<file path="src/rtl/instr_encoder_loader.sv">
// instr_encoder_loader: packs instruction requests into MIPS words and writes them to consecutive
// instruction-memory addresses. Define ENCODER_CHECK_EN to reject unsupported R-type funct codes.
module instr_encoder_loader #(
    parameter int ADDR_W = 8,
    parameter int DEPTH  = 256
) (
    input  logic              clk,
    input  logic              rst,
    input  logic              start_i,
    input  logic              req_valid_i,
    output logic              req_ready_o,
    input  logic [2:0]        req_kind_i,
    input  logic [4:0]        rs_i,
    input  logic [4:0]        rt_i,
    input  logic [4:0]        rd_i,
    input  logic [5:0]        funct_i,
    input  logic [15:0]       imm_i,
    input  logic [25:0]       target_i,
    output logic              im_we_o,
    output logic [ADDR_W-1:0] im_addr_o,
    output logic [31:0]       im_wdata_o,
    output logic [ADDR_W:0]   count_o,
    output logic              full_o,
    output logic              err_o
);
    typedef enum logic [1:0] {IDLE, RUN, FULL} state_t;

    localparam logic [ADDR_W:0] LAST = (ADDR_W + 1)'(DEPTH - 1);

    state_t            state_q;
    logic              we_q;
    logic [ADDR_W-1:0] addr_q;
    logic [ADDR_W-1:0] naddr_q;
    logic [31:0]       wdata_q;
    logic [ADDR_W:0]   count_q;
    logic              err_q;
    logic [5:0]        op;
    logic [31:0]       word;
    logic              acc;
    logic              bad;
    logic              wr;

    // opcode lookup and field packing for the three instruction formats
    always_comb begin
        op   = req_kind_i == 3'd0 ? 6'b000000 :
               req_kind_i == 3'd1 ? 6'b001101 :
               req_kind_i == 3'd2 ? 6'b001001 :
               req_kind_i == 3'd3 ? 6'b100011 :
               req_kind_i == 3'd4 ? 6'b101011 :
               req_kind_i == 3'd5 ? 6'b000100 :
               req_kind_i == 3'd6 ? 6'b000101 : 6'b000010;
        word = req_kind_i == 3'd0 ? {op, rs_i, rt_i, rd_i, 5'd0, funct_i} :
               req_kind_i == 3'd7 ? {op, target_i} : {op, rs_i, rt_i, imm_i};
    end

    assign req_ready_o = (state_q == RUN) && !start_i;
    assign acc         = req_valid_i && req_ready_o;
`ifdef ENCODER_CHECK_EN
    assign bad = (req_kind_i == 3'd0) &&
                 !(funct_i inside {6'b100001, 6'b100011, 6'b100100, 6'b100101, 6'b101010});
`else
    assign bad = 1'b0;
`endif
    assign wr  = acc && !bad;

    // session control, write pipeline stage and counters; start restarts the session at address 0
    always_ff @(posedge clk or posedge rst) begin
        if (rst) begin
            state_q <= IDLE;
            we_q    <= 1'b0;
            addr_q  <= '0;
            naddr_q <= '0;
            wdata_q <= '0;
            count_q <= '0;
            err_q   <= 1'b0;
        end else begin
            we_q <= wr;
            if (wr) begin
                addr_q  <= naddr_q;
                wdata_q <= word;
            end
            if (start_i) begin
                state_q <= RUN;
                naddr_q <= '0;
                count_q <= '0;
                err_q   <= 1'b0;
            end else if (wr) begin
                naddr_q <= naddr_q + 1'b1;
                count_q <= count_q + 1'b1;
                if (count_q == LAST) state_q <= FULL;
            end else if (acc) begin
                err_q <= 1'b1;
            end
        end
    end

    assign im_we_o    = we_q;
    assign im_addr_o  = addr_q;
    assign im_wdata_o = wdata_q;
    assign count_o    = count_q;
    assign full_o     = state_q == FULL;
    assign err_o      = err_q;
endmodule
</file>
<file path="config.mk">
export PLATFORM = sky130hd
export DESIGN_NAME = instr_encoder_loader
export DESIGN_NICKNAME = d
export VERILOG_FILES = /design/src/rtl/instr_encoder_loader.sv
export SDC_FILE = /design/constraint.sdc
export NUM_CORES = 1
export LEC_CHECK = 0
export BUFFER_PORTS_ARGS = -buffer_cell sky130_fd_sc_hd__buf_2
export CAP_MARGIN = 40
export CORE_MARGIN = 2
export CORE_UTILIZATION = 45
export CTS_CLUSTER_SIZE = 8
export DETAILED_ROUTE_END_ITERATION = 8
export PLACE_DENSITY = 0.75
export SYNTH_ARGS = -nofsm -noshare
export SYNTH_HDL_FRONTEND = slang
export SYNTH_SLANG_ARGS = --single-unit
</file>
<file path="constraint.sdc">
create_clock -name clk -period 2.05 [get_ports clk]
set_input_delay 0.41 -clock clk [delete_from_list [all_inputs] [get_ports clk]]
set_output_delay 0.41 -clock clk [all_outputs]
set_load 0.02 [all_outputs]
</file>
==> flow_metrics.tcl <==
set metrics [dict create \
    synth.avg_cell_area_um2 9.88 \
    diodes 0 \
    clk_latency_ns 0.33 \
    hpwlAfterDp_um 5470 \
    fin_crit_sh_pct 78.1 \
    grtUsageMet3_pct 3.90 \
    finalCoreUtilization_pct 59.8 \
    routedWlPerCell_um 14.4 \
    grt_pass1_vias 2562 \
    drt_iter0_drc 75 \
    syn2layout_area_growth_pct 30.3 \
    slew_violations 0 \
    placedInstanceArea_um2 3770 \
    setup.worst_path.class "flip-flop to output pin" \
    leakage_nw 2.08 \
    drv_cap 0 \
    cp-end-kind "output pin" \
    num_vias 2682 \
    ys.warnings.count 0 \
    start_kind "flip-flop" \
    finalWeightedCongestion 0.846 \
    setup_tns_ns 0 \
    setup_violations 0 \
    p_per_area_nw_per_um2 786 \
    ant_nets 0 \
    synth_most_common_cell "dfrtp_1" \
    preCtsSetupSlack_ns 0.317 \
    layout_min_cycle_time_ns 1.60 \
    grt_busiest_layer "met2" \
    overflow 0 \
    ir_drop_v 0.000338 \
    use_met2_pct 33.7 \
    synth_cell_types 33 \
    netlist_instances 310 \
    grt_pass1_wl_um 12000 \
    yosysSeqAreaShare_pct 48.2 \
    via_per_inst 5.19 \
    start_util_pct 45.9 \
    reg2reg_to "im_wdata_o[13]$_DFFE_PP0P_" \
    synth_flop_cell "dfrtp_1" \
    grt_start_max_net_pins 34 \
    port_buffers 120 \
    crit_path_max_fanout 6 \
    drt-total-wl_um 7460 \
    netlist_area_um2 3060 \
    firstDrtPassIters 4 \
    hold_viol 0 \
    status "complete, no violations" \
    grt_usage_pct 20.5 \
    max_freq_ghz 0.625 \
    dp_cells 501 \
    grt_antenna_before_repair 0 \
    yosys.area.top_type "dfrtp_1" \
    synth_top_area_share_pct 48.2 \
    fin_worst_skew_ns 0.00578 \
    clkTransAtPathRegs_ns 0.07 \
    drc 0 \
    cts.path.max_buffers 2 \
    die_area_um2 7490 \
    arrival_ns 1.19 \
    setup_slack_ns 0.450 \
    cts_root_buf "clkbuf_8" \
    cts.sinks 59 \
    core_region_area_um2 6680 \
    rows 30 \
    r2r_start "state_q[1]$_DFFE_PP0P_" \
    post-cts-setup-buffers 0 \
    cts.repair.resized 0 \
    fin_area_um2 3990 \
    nets 509 \
    die_w_um 86.5 \
    cts-buffers-inserted 9 \
    ys_ff_latch 59 \
    fin_cells 517 \
    rsz0062_at_grt "no" \
    rrSetupSlack_ns 0.49 \
    min_path_type "input port to asynchronous set/reset pin" \
    cts_tree "yes" \
    io_pins 123 \
    async_flop_share_pct 100 \
    use_met1_pct 26.6 \
    synth_edf_count 0 \
    yosys-top-cells-count "59 x dfrtp_1, 58 x nand2_1, 38 x mux2i_1, 33 x o21ai_0" \
    die_h_um 86.5 \
    crit_required_ns 1.64 \
    drive_above_1_share_pct 37.5 \
    reg2reg_depth 4 \
    yosys-top-cells-area "dfrtp_1 48%, mux2i_1 12%, nand2_1 7.1%" \
    h-tree-depth 3 \
    ctsHoldBuffers 0 \
]
power by group:
group          internal [W]  leakage (nW)  switching, W
logic              0.000240          1.20      0.000364
registers           0.00127         0.763     0.0000592
clock network      0.000744         0.119      0.000463
worst max-delay path: stages (launching register included):
cell	delay [ns]
dfrtp_1	0.48
nor3b_1	0.20
buf_2	0.19
registers in the layout, indices dropped and copies added (netlist names):
register,flops
im_wdata_o,31
count_o,9
im_addr_o,8
naddr_q,8
state_q,2
im_we_o,1
worst max path at each step:
stage	start	endpoint	slack [ns]	cells after the start
final	state_q[0]$_DFFE_PP0P_	req_ready_o	0.45	2
after global routing	state_q[1]$_DFFE_PP0P_	im_wdata_o[12]$_DFFE_PP0P_	0.31	4
after CTS	state_q[0]$_DFFE_PP0P_	req_ready_o	0.43	2
after detailed placement	req_kind_i[0]	im_wdata_o[9]$_DFFE_PP0P_	0.32	7
after global placement	req_kind_i[0]	im_wdata_o[16]$_DFFE_PP0P_	0.39	7
after floorplan	rst	count_o[0]$_DFFE_PP0P_	0.18	1
per-stage QoR:
stage | hold slack (ns) | power, W
floorplan | 0.449 | 0.00171
global placement | 0.432 | 0.00194
detailed placement | 0.440 | 0.00196
CTS | 0.0707 | 0.00318
global route | 0.0965 | 0.00329
finish | 0.0644 | 0.00314
final cells by class:
| cell class | count | area, µm² |
|---|---|---|
| fill | 606 | 2690 |
| sequential | 59 | 1480 |
| multi-input combinational | 222 | 1450 |
| timing repair buffer | 131 | 708 |
| clock buffer | 11 | 151 |
| tap | 80 | 100 |
| clock inverter | 5 | 75.1 |
| inverter | 9 | 33.8 |
placed cells by master (no fill, tap or decap), types with 8 or more instances in the layout:
master    instances
mux2_2           13
nand2_1          58
nor2_1           11
buf_2           120
o21ai_0          33
mux2i_1          38
clkbuf_8         11
a21oi_1          13
buf_4             9
inv_1             8
dfrtp_1          59
routing by layer:
layer / share of wire, % / up-vias / wire, µm
met2: 48 / 98 / 3590
met3: 6.2 / 9 / 460
li1: - / 1312 / -
met4: 1.3 / 0 / 97
met5: 0 / - / 0
met1: 44 / 1263 / 3310
cells by family after synthesis:
family | share of synthesized area, %
and+or+nand+nor | 15.6
AOI/OAI and AO/OA | 10.7
DFF | 48.2
muxes | 17.2
buffers and inverters | 4.82
adders and majority gates | 2.86
xor gates and xnor gates | 0.572
other | 0.122
Note: power is estimated with default switching activity, not from simulation.
